===== src/rtl/getir_if.sv =====
`default_nettype none
// ============================================================================
// getir_if : instruction-memory request/response bundle for the fetch stage
// Revision : 1.0
// ============================================================================
interface getir_if;
    logic        bellek_istek_gecerli;
    logic        bellek_istek_hazir;
    logic [31:0] bellek_adres;
    logic        bellek_yanit_gecerli;
    logic [31:0] bellek_veri;

    modport master (
        output bellek_istek_gecerli,
        output bellek_adres,
        input  bellek_istek_hazir,
        input  bellek_yanit_gecerli,
        input  bellek_veri
    );

    modport slave (
        input  bellek_istek_gecerli,
        input  bellek_adres,
        output bellek_istek_hazir,
        output bellek_yanit_gecerli,
        output bellek_veri
    );
endinterface
`default_nettype wire


===== src/rtl/getir.sv =====
`default_nettype none
// ============================================================================
// getir    : RV32I fetch stage, PC + 2-entry {PC, instruction} queue.
//            Optional GETIR_HIZALAMA_KONTROL_EN: trap misaligned redirects.
// Revision : 1.0
// ============================================================================
module getir #(
    parameter logic [31:0] BASLANGIC_ADRESI = 32'h0000_0000
) (
    input  logic        clk_i,
    input  logic        rst_ni,
    getir_if.master     bellek,
    input  logic        dallanma_i,
    input  logic [31:0] dallanma_adresi_i,
    input  logic        cozucu_hazir_i,
    output logic [31:0] buyruk_o,
    output logic [31:0] ps_o,
    output logic        buyruk_gecerli_o,
    output logic        hizalama_hatasi_o
);

    localparam logic [31:0] C_NOP = 32'h0000_0013;

    logic [31:0] r_ps;
    logic [31:0] r_yanit_ps;
    logic [31:0] r_q_ps     [0:1];
    logic [31:0] r_q_buyruk [0:1];
    logic [1:0]  r_dol;
    logic [1:0]  r_bekleyen;
    logic [1:0]  r_atilacak;
    logic        r_basladi;
    logic        r_hata;

    logic        w_pop;
    logic        w_gecerli;
    logic        w_kabul;
    logic        w_at;
    logic        w_push;
    logic        w_yaz_idx;
    logic        w_hizasiz;
    logic [2:0]  w_doluluk;
    logic [31:0] w_hedef;

`ifdef GETIR_HIZALAMA_KONTROL_EN
    assign w_hedef   = dallanma_adresi_i;
    assign w_hizasiz = (dallanma_adresi_i[1:0] != 2'b00);
`else
    assign w_hedef   = dallanma_adresi_i & ~32'h0000_0003;
    assign w_hizasiz = 1'b0;
`endif

    assign w_pop     = (r_dol != 2'd0) && cozucu_hazir_i;
    // Every slot already promised (queued, outstanding or to be dropped)
    // counts against the 2-entry queue; a pop this cycle frees one.
    assign w_doluluk = {1'b0, r_dol} + {1'b0, r_bekleyen} + {1'b0, r_atilacak}
                     - {2'b00, w_pop};
    assign w_gecerli = r_basladi && !r_hata && !dallanma_i && (w_doluluk < 3'd2);
    assign w_kabul   = w_gecerli && bellek.bellek_istek_hazir;
    assign w_at      = bellek.bellek_yanit_gecerli && (r_atilacak != 2'd0);
    assign w_push    = bellek.bellek_yanit_gecerli && (r_atilacak == 2'd0);
    // Slot for a push: after a pop shifts the head, it is dol-pop.
    assign w_yaz_idx = r_dol[0] ^ w_pop;

    assign bellek.bellek_istek_gecerli = w_gecerli;
    assign bellek.bellek_adres         = r_basladi ? r_ps : 32'h0000_0000;

    assign buyruk_gecerli_o  = (r_dol != 2'd0);
    assign buyruk_o          = buyruk_gecerli_o ? r_q_buyruk[0] : C_NOP;
    assign ps_o              = buyruk_gecerli_o ? r_q_ps[0] : 32'h0000_0000;
    assign hizalama_hatasi_o = r_hata;

    always_ff @(posedge clk_i) begin
        if (!rst_ni) begin
            r_ps          <= BASLANGIC_ADRESI;
            r_yanit_ps    <= BASLANGIC_ADRESI;
            r_q_ps[0]     <= 32'h0000_0000;
            r_q_ps[1]     <= 32'h0000_0000;
            r_q_buyruk[0] <= 32'h0000_0000;
            r_q_buyruk[1] <= 32'h0000_0000;
            r_dol         <= 2'd0;
            r_bekleyen    <= 2'd0;
            r_atilacak    <= 2'd0;
            r_basladi     <= 1'b0;
            r_hata        <= 1'b0;
        end else begin
            r_basladi <= 1'b1;
            if (dallanma_i) begin
                // Whatever is still outstanding becomes a response to drop.
                r_ps       <= w_hedef;
                r_yanit_ps <= w_hedef;
                r_dol      <= 2'd0;
                r_bekleyen <= 2'd0;
                r_atilacak <= r_atilacak + r_bekleyen
                            - {1'b0, bellek.bellek_yanit_gecerli};
                r_hata     <= w_hizasiz;
            end else begin
                if (w_kabul) begin
                    r_ps <= r_ps + 32'd4;
                end
                r_bekleyen <= r_bekleyen + {1'b0, w_kabul} - {1'b0, w_push};
                if (w_at) begin
                    r_atilacak <= r_atilacak - 2'd1;
                end
                if (w_pop) begin
                    r_q_ps[0]     <= r_q_ps[1];
                    r_q_buyruk[0] <= r_q_buyruk[1];
                end
                if (w_push) begin
                    r_yanit_ps             <= r_yanit_ps + 32'd4;
                    r_q_ps[w_yaz_idx]      <= r_yanit_ps;
                    r_q_buyruk[w_yaz_idx]  <= bellek.bellek_veri;
                end
                r_dol <= r_dol + {1'b0, w_push} - {1'b0, w_pop};
            end
        end
    end

endmodule
`default_nettype wire

===== src/flat_wrapper.sv =====
// flat-port wrapper written by rule: the top's interface ports become plain ports
module getir_flat 
#(
    parameter logic [31:0] BASLANGIC_ADRESI = 32'h0000_0000
)
  (clk_i, rst_ni, dallanma_i, dallanma_adresi_i, cozucu_hazir_i, buyruk_o, ps_o, buyruk_gecerli_o, hizalama_hatasi_o, bellek_bellek_istek_gecerli, bellek_bellek_adres, bellek_bellek_istek_hazir, bellek_bellek_yanit_gecerli, bellek_bellek_veri);
  getir_if bellek_i ();
  input  logic clk_i;
  input  logic rst_ni;
  input  logic dallanma_i;
  input  logic [31:0] dallanma_adresi_i;
  input  logic cozucu_hazir_i;
  output logic [31:0] buyruk_o;
  output logic [31:0] ps_o;
  output logic buyruk_gecerli_o;
  output logic hizalama_hatasi_o;
  output wire logic [$bits(bellek_i.bellek_istek_gecerli)-1:0] bellek_bellek_istek_gecerli;
  output wire logic [$bits(bellek_i.bellek_adres)-1:0] bellek_bellek_adres;
  input wire logic [$bits(bellek_i.bellek_istek_hazir)-1:0] bellek_bellek_istek_hazir;
  input wire logic [$bits(bellek_i.bellek_yanit_gecerli)-1:0] bellek_bellek_yanit_gecerli;
  input wire logic [$bits(bellek_i.bellek_veri)-1:0] bellek_bellek_veri;
  assign bellek_bellek_istek_gecerli = bellek_i.bellek_istek_gecerli;
  assign bellek_bellek_adres = bellek_i.bellek_adres;
  assign bellek_i.bellek_istek_hazir = bellek_bellek_istek_hazir;
  assign bellek_i.bellek_yanit_gecerli = bellek_bellek_yanit_gecerli;
  assign bellek_i.bellek_veri = bellek_bellek_veri;
  getir #(.BASLANGIC_ADRESI(BASLANGIC_ADRESI)) u_core (.clk_i(clk_i), .rst_ni(rst_ni), .bellek(bellek_i), .dallanma_i(dallanma_i), .dallanma_adresi_i(dallanma_adresi_i), .cozucu_hazir_i(cozucu_hazir_i), .buyruk_o(buyruk_o), .ps_o(ps_o), .buyruk_gecerli_o(buyruk_gecerli_o), .hizalama_hatasi_o(hizalama_hatasi_o));
endmodule

===== config.mk =====
export PLATFORM = sky130hd
export DESIGN_NAME = getir_flat
export DESIGN_NICKNAME = d
export VERILOG_FILES = /design/src/rtl/getir_if.sv /design/src/rtl/getir.sv /design/src/flat_wrapper.sv
export SDC_FILE = /design/constraint.sdc
export NUM_CORES = 1
export LEC_CHECK = 0
export CELL_PAD_IN_SITES_DETAIL_PLACEMENT = 2
export CELL_PAD_IN_SITES_GLOBAL_PLACEMENT = 2
export CORE_ASPECT_RATIO = 1.75
export CORE_UTILIZATION = 36
export CTS_CLUSTER_DIAMETER = 80
export DETAILED_ROUTE_END_ITERATION = 10
export DONT_BUFFER_PORTS = 1
export PLACE_DENSITY = 0.85
export SETUP_SLACK_MARGIN = 0.3
export SYNTH_ARGS = -nofsm -noshare
export SYNTH_HDL_FRONTEND = slang
export SYNTH_SLANG_ARGS = --single-unit

===== constraint.sdc =====
create_clock -name clk_i -period 4.7 [get_ports clk_i]
set_input_delay 0.94 -clock clk_i [delete_from_list [all_inputs] [get_ports clk_i]]
set_output_delay 0.94 -clock clk_i [all_outputs]
set_load 0.02 [all_outputs]

# Word level (Yosys, flattened, before mapping)
# Memory sizes are Yosys's and may differ from the RTL's.
# Cells that the tools add are included.
# totals
register_bits,71
mem_bits_rw,128
in_bits,70
output_inout_bits,99
elab_cells,70
n_memories,2
# op_classes
n_addsub,12
n_lt_le_gt_ge,1
muxes,27
n_bitwise,4
n_reduce_logical,16
# mem_list
name,words,word_bits,rd,rd_clocked_by_memory_dff,wr,line,rtl
u_core.r_q_buyruk,2,32,2,0,2,getir.sv:27,logic [31:0] r_q_buyruk [0:1];
u_core.r_q_ps,2,32,2,0,2,getir.sv:26,logic [31:0] r_q_ps [0:1];
# op_table
cell,count
32-bit two-way mux,11
32-bit by 3-bit adder with 32-bit output (second input constant),2
32-bit OR reduction,2
1-bit two-way mux,14
2-bit nonzero test,5
1-bit logical AND,6
2-bit by 1-bit subtractor with 2-bit output,3
2-bit by 1-bit adder with 2-bit output,2
2-bit two-way mux,2
2-bit by 2-bit adder with 3-bit output,1
3-bit by 2-bit adder with 3-bit output,1
3-bit by 2-bit less-than comparator with 1-bit output (second input constant),1
3-bit by 1-bit subtractor with 3-bit output,1
2-bit adder,1
2-bit logical NOT,1
1-bit bitwise OR,2
2-bit OR reduction,1
2-bit by 1-bit subtractor with 2-bit output (second input constant),1
1-bit logical NOT,1
1-bit inverter,1
1-bit bitwise XOR,1

# Longest topological paths before layout
# depth
word_depth,8
ltp_mapped,14
ltp_nobuf,14

# Worst setup path after synthesis
# No wires, ideal clock.
# synth_path
kind,in2reg
start,input port dallanma_i
end,"memory u_core.r_q_buyruk[0][0], enable pin"
arrival_ns,4.133
path_slack_ns,0.068
stages,2
path_buffers,1
path_cell_list,clkbuf_1 o211ai_1
# synth_lines
item,line,rtl
from (decl),flat_wrapper.sv:10,input logic dallanma_i;
to (decl),getir.sv:27,

# Worst setup path in the final report
# layout_path
start,register u_core.r_dol[1]
end,output port bellek_bellek_istek_gecerli
# layout_via
elab_chain_cells,5
word_cells_on_any_way,7
# layout_rtl
item,line,rtl
from (decl),getir.sv:28,logic [1:0] r_dol;
from (signal assigned),getir.sv:113,"r_dol <= r_dol + {1'b0, w_push} - {1'b0, w_pop};"
2-bit by 2-bit adder with 3-bit output or 2-bit nonzero test (tied branches),"getir.sv:55, getir.sv:52",
3-bit by 2-bit adder with 3-bit output or 1-bit logical AND (tied branches),"getir.sv:55, getir.sv:52",
3-bit by 1-bit subtractor with 3-bit output *,getir.sv:56,"- {2'b00, w_pop};"
3-bit by 2-bit less-than comparator with 1-bit output *,getir.sv:57,assign w_gecerli = r_basladi && !r_hata && !dallanma_i && (w_doluluk < 3'd2);
1-bit logical AND *,getir.sv:57,
to (decl),flat_wrapper.sv:17,output wire logic [$bits(bellek_i.bellek_istek_gecerli)-1:0] bellek_bellek_istek_gecerli;
# Mark *: on every way between the ends. The rest lies on a longest branch, timed or not.

==> impl_metrics.yaml <==
outcome:
  status: "finished, final reports clean"
global_route:
  grt_usage_pct: 20.6
  number_of_global_route_vias_before_repair: 7348
  grt_start_max_net_pins: 65
  overflow: 0
  number_of_antenna_violations_at_the_first_check_in_global_routing: 0
  grt_first_pass_wirelength_um: 41500
sta:
  timing.max_slew.rel_slack_pct: 27.9
  measured_slew_at_the_worst_slew_check_pin_ns: 1.07
  fin_setup_tns_ns: 0
  min_period_over_period_pct: 87.6
  finalSetupViolations: 0
  grt_setup_unrepaired: "false"
  achievable-frequency_ghz: 0.243
  period_minus_slack_ns: 4.12
  maxSlewViolCount: 0
  fin_skew_ns: 0.00754
  layout_setup_ws_ns: 0.583
  timing.final.hold_violations: 0
synthesis:
  synth_cells: 935
  synth_top_area_cell: "sky130_fd_sc_hd__edfxtp_1"
  netlist.area_leader.share_pct: 40.3
  synth_simple_gate_area_share_pct: 27.6
  synth-xor-area-share_pct: 6.15
  synth_sequential_area_ratio_pct: 54.8
  yosys.cell_types.count: 45
  ys.warnings.count: 0
  synth_area_per_cell_um2: 9.89
  syn_area_um2: 9240
  main_combinational_cell_family_by_area_after_synthesis: "simple AND/OR/NAND/NOR gates"
  synth_adder_area_share_pct: 1.71
  synthTopCellsByArea: "sky130_fd_sc_hd__edfxtp_1, sky130_fd_sc_hd__dfxtp_1, sky130_fd_sc_hd__and2_1, sky130_fd_sc_hd__nand2_1, sky130_fd_sc_hd__and3_1"
  synthMuxAreaShare_pct: 0
  yosys_register_bits: 191
  compound_gate_fraction_of_synth_area_pct: 5.90
finish:
  area_used_by_multi_input_combinational_logic_um2: 3870
  post_route_cells_drive_above_1_share_pct: 5.70
  fin_area_um2: 10000
  finish.utilization_pct: 39.6
  ant_diodes: 0
  instances_no_fill: 1229
  num-nets-final: 982
  layout_commonest_cell: "sky130_fd_sc_hd__nand2_1"
  fillers: 2735
  seq_area_um2: 5060
  most_frequent_cells_in_the_layout: "sky130_fd_sc_hd__nand2_1, sky130_fd_sc_hd__edfxtp_1, sky130_fd_sc_hd__and2_1"
  flow.area_growth_from_synthesis_pct: 8.27
clocking:
  number_of_buffers_created_by_cts: 17
  ctsLongestPathBuffers: 2
  clk_sink_count: 191
  clk-insertion-delay-late_ns: 0.45
  cts.htree.levels: 4
  postCtsSetupBuffers: 0
  worst_setup_hold_path_clk_slew_ns: 0.06
  number_of_gates_resized_after_cts: 0
  ctsRootBufferMaster: "sky130_fd_sc_hd__clkbuf_16"
  tritoncts: "built"
  cts-hold-fix-buffers: 0
flow_run:
  timing.max_cap.violations: 0
power_and_ir_drop:
  p_clk_share_pct: 36.9
  netSwitchingFraction_pct: 27.0
  vdd_ir_drop_max_mv: 0.229
  comb_power_share_pct: 11.1
  pwr-share-seq_pct: 52.0
  cellLeakagePower_uw: 0.00406
  internal_power_uw: 2780
  pwr_density_cell_nw_per_um2: 381
  power.net_switching_uw: 1030
setup_path:
  path_cells: "or2_2 -> nand2_1 -> nand2_1 -> nand2_1 -> ha_1 -> a21o_1 -> ha_1 -> xor3_2 -> nor4b_1 -> clkbuf_4"
  rr_worst_depth: 12
  critPathLaunchType: "flop"
  worst_ep_required_time_ns: 3.76
  critPathMostFrequentCell: "sky130_fd_sc_hd__nand2_1"
  timing.critical_path.to: "bellek_bellek_istek_gecerli"
  critical_path.max_stage_delay_ns: 0.48
  timing.rr.end: "u_core.r_ps[23]$_SDFFE_PN0P_"
  critPathSlowestCell: "sky130_fd_sc_hd__xor3_2"
  timing.critical_path.to_type: "primary output"
  crit_path_start: "u_core.r_dol[1]$_SDFF_PP0_"
  crit-reg2reg-launch: "u_core.r_dol[1]$_SDFF_PP0_"
  path_max_fanout: 6
  critPathKind: "flop to primary output"
  slack_of_the_worst_reg_to_reg_path_ns: 1.19
  cp.arrival_ns: 3.18
floorplan:
  start_util_pct: 36.6
  design.portCount: 169
  fp.coreArea_um2: 25200
  rows: 77
  die_w_um: 123
  floorplan.die_area_um2: 26300
  die_h_um: 214
detailed_routing:
  drt-total-wl_um: 26200
  ant_nets: 0
  detail_route.iter0.violations: 269
  dr_total_vias: 6777
  drtPass1Iterations: 4
  post-route-drc-count: 0
  post_drt_wl_per_cell_um: 21.3
  route.detailed.vias_per_inst: 5.51
placement:
  detailedPlace.worstSlack_ns: 0.741
  port-buffer-count: 0
  place.detailed.instances: 1197
  dp_hpwl_um: 17200
  globalplace.congestion: 0.777
  postPlaceCellArea_um2: 9450
min_path:
  min-delay-path-class: "primary input to flop"
## through the flow
| stage | hold slack [ns] | power [µW] |
|---|---|---|
| 2_1_floorplan | 0.485 | 2320 |
| 3_3_place_gp | 0.520 | 2420 |
| 3_5_place_dp | 0.532 | 2440 |
| 4_1_cts | 0.499 | 3860 |
| 5_1_grt | 0.499 | 3970 |
| 6_report | 0.524 | 3810 |
## worst max-delay path: cells and delay by family, from the launching register on
| family | cells | cell delay, ns |
|---|---|---|
| compound gates | 1 | 0.16 |
| xor+xnor | 1 | 0.48 |
| fa+ha+maj | 2 | 0.40 |
| buf+inv | 1 | 0.26 |
| flops | 1 | 0.35 |
| simple gates | 5 | 1.07 |
## worst min path at each step
| stage | from | depth (start not counted) | slack (ns) | endpoint |
|---|---|---|---|---|
| 6_report | rst_ni | 0 | 0.52 | u_core.r_basladi$_DFF_P_ |
| 5_1_grt | rst_ni | 0 | 0.50 | u_core.r_basladi$_DFF_P_ |
| 4_1_cts | rst_ni | 0 | 0.50 | u_core.r_basladi$_DFF_P_ |
| 3_5_place_dp | u_core.r_q_buyruk[1][24]$_SDFFCE_PN0P_ | 2 | 0.53 | u_core.r_q_buyruk[0][24]$_DFFE_PP_ |
| 3_3_place_gp | u_core.r_q_buyruk[1][2]$_SDFFCE_PN0P_ | 2 | 0.52 | u_core.r_q_buyruk[0][2]$_DFFE_PP_ |
| 2_1_floorplan | u_core.r_yanit_ps[3]$_SDFFE_PN0P_ | 2 | 0.48 | u_core.r_yanit_ps[3]$_SDFFE_PN0P_ |
## metal layers
metal / track usage [%] / routed length (µm) / vias up
met5: 0 / 0 / -
met3: 4.13 / 1050 / 36
met1: 23.7 / 10500 / 3411
li1: - / - / 3176
met4: 7.35 / 538 / 0
met2: 36.7 / 14100 / 154
## final cells by class
cell class | count | area share [%]
sequential | 191 | 50.6
tap | 316 | 3.95
timing repair buffer | 10 | 0.750
clock buffer | 24 | 5.04
multi-input combinational | 667 | 38.6
clock inverter | 8 | 0.513
inverter | 13 | 0.488
## registers in the layout, indices dropped and copies added, names as in the netlist
| name | flops |
|---|---|
| u_core.r_q_buyruk | 64 |
| u_core.r_q_ps | 60 |
| u_core.r_ps | 30 |
| u_core.r_dol | 2 |
| u_core.r_atilacak | 2 |
| u_core.r_yanit_ps | 30 |
| u_core.r_basladi | 1 |
| u_core.r_bekleyen | 2 |
## cells by family after synthesis
family                     count (synthesis)
other                                      1
AOI/OAI and AO/OA                        103
DFF                                      191
xor gates and xnor gates                  63
adders and majority gates                 12
buffers and inverters                     81
and+or+nand+nor                          484
## synth_stat cells, drive strengths merged
master / n
xor3: 1
o22ai: 1
o21ai: 34
nand2: 147
nor4b: 2
nor4: 3
conb: 1
clkinv: 2
o211ai: 1
ha: 11
a31oi: 2
clkbuf: 54
and4: 6
nor2b: 4
a21oi: 57
inv: 11
a22o: 1
and2: 95
nor2: 20
a21o: 4
nand3: 82
a211oi: 1
o31a: 1
edfxtp: 124
nand4: 27
or3: 1
nand3b: 2
nand2b: 5
nor3b: 1
dlygate4sd1: 1
dfxtp: 67
xor2: 37
xnor2: 25
or2: 2
a31o: 1
fa: 1
buf: 13
nor3: 9
nand4b: 1
and3: 77
## power by group through the flow
stage	Sequential, µW	Clock (µW)	Combinational (µW)
after CTS	1980	1450	432
after floorplan	1990	0	334
after global placement	2010	0	409
after detailed placement	2020	0	426
after global routing	1990	1510	469
final	1980	1410	423
Power figures use the tool's default switching activity.
==> edit (same settings) <==
Make the reset (`rst_ni`) asynchronous in one clocked block.
--- a/src/rtl/getir.sv
+++ b/src/rtl/getir.sv
@@ -71,3 +71,3 @@
 
-    always_ff @(posedge clk_i) begin
+    always_ff @(posedge clk_i or negedge rst_ni) begin
         if (!rst_ni) begin
Function: differs if rst_ni is asserted again (counterexample within 4 cycles, from zero or initial values and one cycle with rst_ni low); with rst_ni held inactive, the same outputs for 4 cycles.
==> edit against the unedited design <==
- final area grew 5.7%
- wire length shrank 2.1%
- cell count shrank 0.24%
- die area grew 4.8%
- sequential cell count grew 2
- setup slack lost 52 ps
- critical path depth grew 2
- first-iteration DRC count shrank 38%
- synthesized area grew 4.9%
- critical path type unchanged
Power is not compared: it rests on default switching activity, and its combinational part moved more than twofold at a synthesized area within 25%.
==> edit: results <==
metrics = {
    "outcome": {
        "outcome": "complete, no violations",
    },
    "grt": {
        "antenna_found_initial": 0,
        "grt_usage": 0.194,
        "grt_pass1_wl_um": 41000,
        "grt_max_degree": 194,
        "grt_pass1_vias": 7403,
    },
    "synthesis": {
        "ys.flop_type": "dfrtp_1",
        "synthArstFlopShare": 1.00,
        "synth_xor_area_frac": 0.0522,
        "synthMuxAreaShare": 0.165,
        "synth_common_cells": "193 x dfrtp_1, 93 x and2_1, 89 x nor2_1",
        "synth_fa_ha_area_frac": 0.0176,
        "ys_seq_area_frac": 0.498,
        "ys_top_cells_by_area": "dfrtp_1 50%, mux2_2 9.9%, mux2i_1 6.6%",
        "ys_types": 41,
        "synth-compound-area-share": 0.0655,
    },
    "final_layout": {
        "nets": 972,
        "num_antenna_cells": 0,
        "layout.non_clock_inverters": 22,
        "n_fill_cell": 2795,
        "buffer_area_frac": 0.00805,
        "n_all_buffers": 8,
        "clkCellAreaFrac": 0.0550,
        "seq_cells": 193,
        "reg_top3": "u_core.r_q_buyruk: 64 flops, u_core.r_q_ps: 62 flops",
        "multi_input_area_share": 0.434,
        "num-multi-input-gates": 647,
        "drive_gt1_frac": 0.150,
        "regArea_sq_mm": 0.00483,
        "clock_buffers": 20,
    },
    "routing": {
        "drt_wl_total_um": 25600,
        "dr.pass1.iters": 4,
        "drtIter0Drc": 167,
        "vias_per_cell": 5.41,
    },
    "clock_network": {
        "cts_buffer_depth": 2,
        "cts_buffers": 17,
        "cts_resized": 0,
        "cts.clk_slew.worst_paths_ps": 70,
        "htreeDepth": 4,
    },
    "setup_path": {
        "r2r_slack_ps": 810,
        "r2r_end": "u_core.r_ps[25]$_DFFE_PN0P_",
        "crit_arrival_ps": 3230,
        "rr_worst_depth": 13,
        "worst-path-max-fanout": 4,
        "worstSetupEndpoint": "bellek_bellek_istek_gecerli",
        "timing.rr.start": "u_core.r_dol[1]$_DFF_PN0_",
    },
    "power_and_ir_drop": {
        "peakVddDrop_v": 0.000312,
        "power_density_mw_per_mm2": 625,
    },
    "worst_hold_path": {
        "hold_path.class": "in -> async",
    },
    "place": {
        "dpl-instance-area_sq_mm": 0.00999,
        "gp_congestion": 0.790,
        "hpwlAfterDp_um": 17500,
    },
    "sta": {
        "final.setup_skew_ps": 10.0,
        "tightest_slew_ps": 1190,
        "hold_ws_ps": 194,
    },
    "floorplanning": {
        "rows": 79,
        "initial_core_util": 0.366,
    },
}
## edit: cell types whose count changed after synthesis, sizes merged, moves of 67 or more
cell    delta
dfrtp    +193
edfxtp   -124
nand2    -117
mux2      +85
and3      -72
nor2      +69
dfxtp     -67
nand3     -67
## edit: critical path, cell delays in order (launching register included)
cell and delay (ps):
dfrtp_1 430, or2_2 330, nand2_1 160, inv_1 90, nand2_1 110, nand2_1 70, ha_1 280, a21o_1 190
ha_1 280, nand2b_1 190, or2_2 360, nor2_1 140, buf_4 160
## edit: layer usage
layer | wire (um) | global-route usage
met5 | 0 | 0
met4 | 686 | 0.0807
met3 | 907 | 0.0361
met2 | 14100 | 0.363
met1 | 9960 | 0.212
## edit: through the flow
| stage | cells | setup slack [ps] |
|---|---|---|
| floorplan | 916 | 1100 |
| global placement | 1194 | 724 |
| detailed placement | 1194 | 675 |
| CTS | 1226 | 441 |
| global route | 1226 | 348 |
| finish | 1226 | 531 |
## edit: power breakdown
group	switching [uW]	internal, uW
clock network	678	770
registers	380	2290
logic	1490	1000
